==> src/rtl/alu_pkg.sv <==
// Shared ALU constants, control codes and command-entry helpers.
// Command entries are packed MSB-first as {fwd, ctrl, a, b}.
package alu_pkg;

    localparam int DEF_WIDTH = 6;
    localparam int CTRL_W    = 4;

    localparam logic [CTRL_W-1:0] ALU_AND = 4'b0000;
    localparam logic [CTRL_W-1:0] ALU_OR  = 4'b0001;
    localparam logic [CTRL_W-1:0] ALU_ADD = 4'b0010;
    localparam logic [CTRL_W-1:0] ALU_SLL = 4'b0011;
    localparam logic [CTRL_W-1:0] ALU_XOR = 4'b0100;
    localparam logic [CTRL_W-1:0] ALU_SRL = 4'b0101;
    localparam logic [CTRL_W-1:0] ALU_SUB = 4'b0110;
    localparam logic [CTRL_W-1:0] ALU_SRA = 4'b0111;
    localparam logic [CTRL_W-1:0] ALU_SLT = 4'b1000;

    function automatic logic is_legal_ctrl(input logic [CTRL_W-1:0] c);
        logic ok;
        ok = 1'b0;
        case (c)
            ALU_AND, ALU_OR, ALU_ADD,
            ALU_SLL, ALU_XOR, ALU_SRL,
            ALU_SUB, ALU_SRA, ALU_SLT: ok = 1'b1;
            default:                   ok = 1'b0;
        endcase
        return ok;
    endfunction

    function automatic int cmd_bits(input int w);
        return 2 * w + CTRL_W + 1;
    endfunction

endpackage

==> src/rtl/alu_cmd_fifo.sv <==
// Synchronous FIFO with extra-MSB pointers for full/empty detection.
// Push is ignored when full and pop when empty.
module alu_cmd_fifo #(
    parameter int W     = 17,
    parameter int DEPTH = 4
) (
    input  logic         clk,
    input  logic         rst_n,
    input  logic         push_i,
    input  logic         pop_i,
    input  logic [W-1:0] wdata_i,
    output logic [W-1:0] rdata_o,
    output logic         full_o,
    output logic         empty_o
);

    localparam int AW = $clog2(DEPTH);

    logic [AW:0]  wptr_q, wptr_d;
    logic [AW:0]  rptr_q, rptr_d;
    logic [W-1:0] mem_q [DEPTH];
    logic         do_push, do_pop;

    assign empty_o = (wptr_q == rptr_q);
    assign full_o  = (wptr_q[AW] != rptr_q[AW]) &&
                     (wptr_q[AW-1:0] == rptr_q[AW-1:0]);
    assign do_push = push_i && !full_o;
    assign do_pop  = pop_i && !empty_o;
    assign rdata_o = mem_q[rptr_q[AW-1:0]];

    always_comb begin
        wptr_d = wptr_q;
        rptr_d = rptr_q;
        if (do_push) wptr_d = wptr_q + 1'b1;
        if (do_pop)  rptr_d = rptr_q + 1'b1;
    end

    always_ff @(posedge clk or negedge rst_n) begin
        if (!rst_n) begin
            wptr_q <= '0;
            rptr_q <= '0;
        end else begin
            wptr_q <= wptr_d;
            rptr_q <= rptr_d;
        end
    end

    always_ff @(posedge clk or negedge rst_n) begin
        if (!rst_n) begin
            for (int i = 0; i < DEPTH; i++) mem_q[i] <= '0;
        end else if (do_push) begin
            mem_q[wptr_q[AW-1:0]] <= wdata_i;
        end
    end

endmodule

==> src/rtl/alu_cmd_issue.sv <==
// Command-issue stage in front of the combinational ALU: queues commands,
// drives the head onto the ALU and captures its result with forwarding.
import alu_pkg::*;

module alu_cmd_issue #(
    parameter int WIDTH = alu_pkg::DEF_WIDTH,
    parameter int DEPTH = 4
) (
    input  logic             clk,
    input  logic             rst_n,
    input  logic             cmd_valid,
    output logic             cmd_ready,
    input  logic [3:0]       cmd_ctrl,
    input  logic [WIDTH-1:0] cmd_a,
    input  logic [WIDTH-1:0] cmd_b,
    input  logic             cmd_fwd,
    output logic [3:0]       alu_ctrl,
    output logic [WIDTH-1:0] alu_a,
    output logic [WIDTH-1:0] alu_b,
    input  logic [WIDTH-1:0] alu_out,
    input  logic             alu_carry,
    input  logic             alu_zero,
    output logic             res_valid,
    input  logic             res_ready,
    output logic [WIDTH-1:0] res_data,
    output logic             res_carry,
    output logic             res_zero,
    output logic             res_illegal,
    output logic [WIDTH-1:0] acc
);

    localparam int CW = cmd_bits(WIDTH);

    logic [CW-1:0]    wr_e, hd_e;
    logic             full, empty, issue;
    logic             hd_fwd;
    logic [3:0]       hd_ctrl;
    logic [WIDTH-1:0] hd_a, hd_b;

    logic             res_valid_q, res_valid_d;
    logic [WIDTH-1:0] res_data_q, res_data_d;
    logic             res_carry_q, res_carry_d;
    logic             res_zero_q, res_zero_d;
    logic             res_illegal_q, res_illegal_d;
    logic [WIDTH-1:0] acc_q, acc_d;

    assign wr_e      = {cmd_fwd, cmd_ctrl, cmd_a, cmd_b};
    assign cmd_ready = !full;
    assign issue     = !empty && (!res_valid_q || res_ready);

    alu_cmd_fifo #(
        .W     (CW),
        .DEPTH (DEPTH)
    ) u_fifo (
        .clk     (clk),
        .rst_n   (rst_n),
        .push_i  (cmd_valid && !full),
        .pop_i   (issue),
        .wdata_i (wr_e),
        .rdata_o (hd_e),
        .full_o  (full),
        .empty_o (empty)
    );

    assign hd_fwd  = hd_e[CW-1];
    assign hd_ctrl = hd_e[CW-2 -: 4];
    assign hd_a    = hd_e[2*WIDTH-1 -: WIDTH];
    assign hd_b    = hd_e[WIDTH-1:0];

    // An empty FIFO parks the ALU inputs at zero rather than stale data.
    assign alu_ctrl = empty ? '0 : hd_ctrl;
    assign alu_a    = empty ? '0 : (hd_fwd ? acc_q : hd_a);
    assign alu_b    = empty ? '0 : hd_b;

    always_comb begin
        res_valid_d   = res_valid_q;
        res_data_d    = res_data_q;
        res_carry_d   = res_carry_q;
        res_zero_d    = res_zero_q;
        res_illegal_d = res_illegal_q;
        acc_d         = acc_q;
        if (issue) begin
            res_valid_d   = 1'b1;
            res_data_d    = alu_out;
            res_carry_d   = alu_carry;
            res_zero_d    = alu_zero;
            res_illegal_d = !is_legal_ctrl(hd_ctrl);
            acc_d         = alu_out;
        end else if (res_valid_q && res_ready) begin
            res_valid_d = 1'b0;
        end
    end

    always_ff @(posedge clk or negedge rst_n) begin
        if (!rst_n) begin
            res_valid_q   <= 1'b0;
            res_data_q    <= '0;
            res_carry_q   <= 1'b0;
            res_zero_q    <= 1'b0;
            res_illegal_q <= 1'b0;
            acc_q         <= '0;
        end else begin
            res_valid_q   <= res_valid_d;
            res_data_q    <= res_data_d;
            res_carry_q   <= res_carry_d;
            res_zero_q    <= res_zero_d;
            res_illegal_q <= res_illegal_d;
            acc_q         <= acc_d;
        end
    end

    assign res_valid   = res_valid_q;
    assign res_data    = res_data_q;
    assign res_carry   = res_carry_q;
    assign res_zero    = res_zero_q;
    assign res_illegal = res_illegal_q;
    assign acc         = acc_q;

endmodule

==> config.mk <==
export PLATFORM = sky130hd
export DESIGN_NAME = alu_cmd_issue
export DESIGN_NICKNAME = d
export VERILOG_FILES = /design/src/rtl/alu_pkg.sv /design/src/rtl/alu_cmd_fifo.sv /design/src/rtl/alu_cmd_issue.sv
export SDC_FILE = /design/constraint.sdc
export NUM_CORES = 1
export LEC_CHECK = 0
export CAP_MARGIN = 20
export CORE_ASPECT_RATIO = 1.2
export CORE_MARGIN = 4
export CORE_UTILIZATION = 35
export CTS_BUF_LIST = sky130_fd_sc_hd__clkbuf_16
export DETAILED_ROUTE_END_ITERATION = 6
export SYNTH_ARGS = -nofsm -noshare
export SYNTH_HDL_FRONTEND = slang
export SYNTH_HIERARCHICAL = 1
export SYNTH_SLANG_ARGS = --single-unit
export TNS_END_PERCENT = 20
==> constraint.sdc <==
create_clock -name clk -period 2.8 [get_ports clk]
set_clock_uncertainty 0.15 [all_clocks]
set_input_delay 0.28 -clock clk [delete_from_list [all_inputs] [get_ports clk]]
set_output_delay 0.28 -clock clk [all_outputs]
set_load 0.02 [all_outputs]
==> metrics.txt, run 1 <==
Final Cycle Share=97.31%; Setup violations, final=0; clock root buffer=clkbuf_16; Ys Warns=6; Antenna Cells=0; row count=43; CP max stage cell=mux4_2; Max Slew Vio Count=0; Worst path max stage delay=660 ps; relative slew slack=64.86%; area of the die=0.01396 sq mm; Synth Net Count=298; first-pass GRT wire length=approximately 14 mm; vias in the first global route=between 2000 and 3000; Avg Vias per Cell=approximately 4.7; CTS tree=built; Min-Delay Path Class=in2async; number of synthesized flops with an enable pin=0; status=finished clean; worst path cell trace=mux4_2 -> mux2i_1 -> nor2_1 -> clkdlybuf4s50_1; maximum VDD drop=around 0.63 mV; synthesized flop and latch total=84; gp weighted congestion=approximately 0.84; sequential area share after synthesis=roughly half; final WL=around 9 mm; Overflow after GRT=0; crit start category=flop; final core utilization=46.68%; Worst-Margin Slew=between 500 and 600 ps; starting density of the core=a little over a third; DR vias=between 2000 and 2500; share of cells above drive strength 1=between 40% and 50%; antenna-violating nets left=0; CP max FO=6; Netlist cell types=29; clk_lat worst skew=330 ps; Pwr per Cell Area=around 1500 mW/mm^2; CTS buffer count=9; die extent in x=approximately 110 um; RSZ-0062 raised after global routing=true; R2R Setup Slk=about 340 ps; MaxCap Viol Count=0; area delta synth->final=29.05%; clock sinks=84; Critical Path Sink Type=output pin; post-route minimum period=2725 ps; H-tree depth=3; Post-Syn Instances=about 260; io pins=62; Placed Cells=about 500; core area=around 0.012 sq mm; Filler Cells Inserted=between 1000 and 1500; drc violations=0; Mapped Area=approximately 0.0042 sq mm; GR Util All Layers=between 10% and 20%; hold violation total from the final report=0; antenna violations before repair=0; leak pwr=about 2.4 nW; post-DR wirelength/cell=~18 um; drt pass-1 iters=3; Worst Path Arrival=2290 ps; Hold Worst Slack=between 300 and 400 ps; Post-synth ARST share=between 90% and 100%; pin count of the biggest net entering global routing=50; Non-Filler Instances=slightly above 500; hpwl dp=approximately 6.2 mm; CTS Buffer Depth=2; Most used DFF post-synth=dfrtp_1; WS Path Type=reg2out; Final nets=380; Critical Path RT=2370 ps; initial DRC count=101; Port-buffer cells=61; syn_area_per_cell=between 15 and 20 sq um; chip height=approximately 130 um; f_max=between 0.3 and 0.4 GHz; CTS clk-pin slew, worst paths=about 60 ps
==> where the power goes <==
| group | leakage, nW | switching [mW] | internal (mW) |
|---|---|---|---|
| Sequential | 0.993 | 0.419 | 1.85 |
| Combinational | 1.25 | 2.08 | 2.71 |
| Clock | 0.146 | 0.445 | 0.671 |
==> cell families after synthesis <==
| group | count (synthesis) | share of synthesized area, % |
|---|---|---|
| adder cells (fa/ha/maj) | 5 | 1.474 |
| flip-flops | 84 | 49.54 |
| buffers and inverters | 23 | 3.568 |
| AND/OR/NAND/NOR | 30 | 4.011 |
| XOR/XNOR | 8 | 2.448 |
| multiplexers | 101 | 35.30 |
| AO/OA/AOI/OAI | 13 | 3.657 |
==> sequential cells by signal, indices dropped and copies added (netlist names) <==
signal,count
u_fifo/mem_q,68
res_data,6
u_fifo/rptr_q,3
u_fifo/wptr_q,3
res_carry,1
res_illegal,1
res_valid,1
res_zero,1
==> path summary, 6_finish.rpt <==
check / from / cells past startpoint / endpoint
max reg2reg: u_fifo/wptr_q[2]$_DFFE_PN0P_ / 9 / u_fifo/mem_q[3]$_DFFE_PN0P_
min reg2reg: u_fifo/mem_q[20]$_DFFE_PN0P_ / 1 / u_fifo/mem_q[20]$_DFFE_PN0P_
max: u_fifo/rptr_q[0]$_DFFE_PN0P_ / 4 / alu_a[2]
max in group asynchronous: rst_n / 3 / u_fifo/wptr_q[2]$_DFFE_PN0P_
min in group clk: u_fifo/mem_q[20]$_DFFE_PN0P_ / 1 / u_fifo/mem_q[20]$_DFFE_PN0P_
min: rst_n / 2 / u_fifo/mem_q[62]$_DFFE_PN0P_
==> worst max-delay path: cells and delay by family, from the launching register on <==
| family | cells | cell delay (ps) |
|---|---|---|
| flops | 1 | 440 |
| mux | 2 | 820 |
| simple gates | 1 | 90 |
| buf+inv | 1 | 610 |
==> Yosys cell counts, types with 4 or more instances <==
cell type,count,area [sq um]
buf_4,6,45.04
inv_1,5,18.77
and2b_1,6,45.04
buf_6,5,56.30
nor2_1,8,30.03
nor2b_1,5,31.28
dfrtp_1,84,2102
mux4_2,17,382.9
ha_1,5,62.56
nand2_1,7,26.28
buf_2,4,20.02
mux2_4,47,705.7
a31oi_4,4,85.08
mux2i_1,6,60.06
mux2_2,31,349.1
==> layout by cell type (no fill, tap or decap), types with 2 or more instances in the layout <==
| cell | Yosys | routed |
|---|---|---|
| o311ai_0 | 3 | 3 |
| mux2i_1 | 6 | 6 |
| mux4_2 | 17 | 17 |
| and2b_1 | 6 | 6 |
| nand2_1 | 7 | 7 |
| dfrtp_1 | 84 | 83 |
| dlymetal6s2s_1 | 0 | 4 |
| xnor2_1 | 2 | 2 |
| xnor2_2 | 2 | 2 |
| clkdlybuf4s50_1 | 0 | 55 |
| inv_1 | 5 | 8 |
| o31ai_1 | 2 | 2 |
| clkbuf_16 | 0 | 9 |
| xor2_1 | 3 | 2 |
| o21ai_0 | 2 | 2 |
| buf_12 | 0 | 4 |
| buf_4 | 6 | 24 |
| a31oi_4 | 4 | 4 |
| ha_1 | 5 | 5 |
| nor2_1 | 8 | 8 |
| mux2_4 | 47 | 47 |
| nor2b_1 | 5 | 5 |
| mux2_2 | 31 | 31 |
==> through the flow <==
stage | area, sq um | power [mW] | setup slack [ps] | setup TNS (ps)
6_report | 5475 | 8.183 | 75.43 | 0
3_3_place_gp | 5142 | 7.027 | 377.0 | 0
4_1_cts | 5458 | 8.314 | 38.36 | 0
3_5_place_dp | 5142 | 7.084 | 330.3 | 0
5_1_grt | 5475 | 8.694 | -32.64 | -32.64
2_1_floorplan | 4243 | 5.427 | 410.6 | 0
==> area by class of cell <==
class                      count  area, sq um  share of cell area (%)
timing repair buffer          89        879.6                   16.06
clock inverter                 6        50.05                  0.9141
tap                          157        196.4                   3.588
inverter                       5        18.77                  0.3428
clock buffer                   9        225.2                   4.113
multi-input combinational    157         2002                   36.56
sequential                    84         2103                   38.41
==> per-layer routing <==
layer / part of all wire, % / vias to the layer above / wire length, um / global-route usage, %
met1: 45 / 1229 / 4038 / 17.99
met4: 1.7 / 0 / 150 / 5.126
li1: - / 1111 / - / -
met3: 3.8 / 9 / 346 / 3.362
met2: 50 / 45 / 4479 / 22.41
met5: 0 / - / 0 / 0
==> timing repair <==
| item | CTS | global route |
|---|---|---|
| hold buffers | 1 | 0 |
| setup endpoints to repair | 3 | 11 |
| resized for setup | 2 | 5 |
| buffers inserted | 4 | 0 |
| pin swaps | 1 | 0 |
| hold endpoints to repair | 35 | 0 |
Power figures use the tool's default switching activity.
==> run 2, diff against run 1 <==
--- a/config.mk
+++ b/config.mk
@@ -11,6 +11,7 @@
 export CORE_UTILIZATION = 35
 export CTS_BUF_LIST = sky130_fd_sc_hd__clkbuf_16
 export DETAILED_ROUTE_END_ITERATION = 6
+export RECOVER_POWER = 25
 export SYNTH_ARGS = -nofsm -noshare
 export SYNTH_HDL_FRONTEND = slang
 export SYNTH_HIERARCHICAL = 1
==> metrics.txt, run 2 (same netlist as run 1, synthesis figures left out) <==
leak pwr=2.381 nW (was 2.387 nW); Final Cycle Share=97.31% (about the same); Critical Path Sink Type=output pin (unchanged); H-tree depth=3 (unchanged); CP max FO=6 (unchanged); final core utilization=46.53% (was 46.68%); GR Util All Layers=13.83% (unchanged); post-route minimum period=2725 ps (about the same); Max Slew Vio Count=0 (unchanged); area of the die=0.01396 sq mm (unchanged); most common cell after layout, fill and taps aside=dfrtp_1 (unchanged); starting density of the core=36.17% (unchanged); pin count of the biggest net entering global routing=50 (unchanged); drt pass-1 iters=3 (unchanged); Hold Worst Slack=352.0 ps (was 309.3 ps); hold violation total from the final report=0 (unchanged); final WL=9.013 mm (was 9.015 mm); CTS Buffer Depth=2 (unchanged); switching part of the total=36.02% (was 36.01%); Biggest register=u_fifo/mem_q (unchanged); maximum VDD drop=0.6306 mV (about the same); die extent in x=108.5 um (unchanged); clk_lat worst skew=330 ps (about the same); CTS tree=built (unchanged); f_max=0.3670 GHz (about the same); Min-Delay Path Class=reg2reg (was in2async); Worst Path Arrival=2290 ps (about the same); Setup violations, final=0 (unchanged); row count=43 (unchanged); combinational share of power=58.6% (about the same); antenna-violating nets left=0 (unchanged); Sequential Power Share=27.8% (about the same); Int Pwr=5.234 mW (was 5.237 mW); drc violations=0 (unchanged); relative slew slack=28.18% (was 64.86%); Antenna Cells=0 (unchanged); Overflow after GRT=0 (unchanged); CTS clk-pin slew, worst paths=60 ps (about the same); Psw=2.946 mW (about the same); MaxCap Viol Count=0 (unchanged); CTS buffer count=9 (unchanged); area delta synth->final=28.63% (was 29.05%); clock sinks=84 (unchanged); Port-buffer cells=61 (unchanged); Worst-Margin Slew=1077 ps (was 524.5 ps); RSZ-0062 raised after global routing=true (unchanged); status=finished clean (unchanged); gp weighted congestion=0.8370 (unchanged); WS Path Type=reg2out (unchanged); most frequent cells in the layout=dfrtp_1, clkdlybuf4s50_1, mux2_4, mux2_2, buf_4 (unchanged); clock root buffer=clkbuf_16 (unchanged); Pwr per Cell Area=1499 mW/mm^2 (was 1495 mW/mm^2); crit start category=flop (unchanged); antenna violations before repair=0 (unchanged); Final nets=380 (unchanged); post-DR wirelength/cell=17.78 um (about the same); Avg Vias per Cell=4.722 (unchanged); vias in the first global route=2658 (unchanged); first-pass GRT wire length=14.42 mm (unchanged); number of flip-flops in the largest register=68 (unchanged); io pins=62 (unchanged); share of cells above drive strength 1=41.71% (unchanged); core area=0.01173 sq mm (unchanged); chip height=128.6 um (unchanged); DR vias=2394 (unchanged); initial DRC count=101 (unchanged); Clock power frac=13.7% (was 13.6%); Critical Path RT=2370 ps (about the same); hpwl dp=6.240 mm (unchanged)
==> run 2: cell count changes in the layout (fill, tap and decap cells not counted), sizes merged <==
| cell | delta |
|---|---|
| clkbuf | +1 |
| buf | -1 |
==> run 2: worst paths after layout <==
path | from | endpoint | slack (ps) | cells after the start
worst max-delay path | u_fifo/rptr_q[0]$_DFFE_PN0P_ | alu_a[2] | 80 | 4
worst min-delay path | u_fifo/mem_q[20]$_DFFE_PN0P_ | u_fifo/mem_q[20]$_DFFE_PN0P_ | 350 | 1
worst max register to register | u_fifo/wptr_q[2]$_DFFE_PN0P_ | u_fifo/mem_q[3]$_DFFE_PN0P_ | 340 | 9
worst min register to register | u_fifo/mem_q[20]$_DFFE_PN0P_ | u_fifo/mem_q[20]$_DFFE_PN0P_ | 350 | 1
max in group asynchronous | rst_n | u_fifo/wptr_q[2]$_DFFE_PN0P_ | 430 | 3
min in group asynchronous | rst_n | u_fifo/mem_q[62]$_DFFE_PN0P_ | 470 | 2
==> run 2: timing repair <==
action	in CTS	in global routing
setup endpoints to repair	3	11
resized for setup	2	5
pin swaps	1	0
buffers inserted	4	0
endpoints found under the hold margin	35	0
hold buffers	1	0
cloned	0	0
==> run 2: metal layers <==
| layer | global-route usage [%] | vias to the layer above | wire (um) |
|---|---|---|---|
| li1 | - | 1112 | - |
| met1 | 17.99 | 1228 | 4037 |
| met2 | 22.41 | 45 | 4477 |
| met3 | 3.362 | 9 | 346 |
| met4 | 5.126 | 0 | 150 |
| met5 | 0 | - | 0 |
==> run 2: area by class of cell <==
cell class | count | area, sq um
clock inverters | 6 | 50.05
repair buffers | 89 | 862.1
well taps | 157 | 196.4
inverters | 5 | 18.77
clock buffers | 9 | 225.2
fillers | 1069 | 6271
multi-input cells | 157 | 2002
flip-flops and latches | 84 | 2103
==> run 2: worst max-delay path, cell delays in order (launching register included) <==
cell and delay [ps]:
dfrtp_2 440, mux4_2 660, mux2i_1 160, nor2_1 90
clkdlybuf4s50_1 610
==> run 2: metrics by stage <==
stage,setup slack (ps),cells,area (sq um),TNS [ps],power (mW)
3_3_place_gp,377.0,487,5142,0,7.027
2_1_floorplan,410.6,264,4243,0,5.427
4_1_cts,38.36,507,5458,0,8.314
6_report,75.42,507,5458,0,8.180
5_1_grt,-32.64,507,5458,-32.64,8.691
3_5_place_dp,330.3,487,5142,0,7.084
==> run 2: power groups by stage <==
stage | registers, mW | logic, mW | clock network, mW
2_1_floorplan | 2.25 | 3.18 | 0
3_3_place_gp | 2.26 | 4.77 | 0
3_5_place_dp | 2.28 | 4.80 | 0
4_1_cts | 2.27 | 4.89 | 1.15
5_1_grt | 2.36 | 5.12 | 1.21
6_report | 2.27 | 4.79 | 1.12
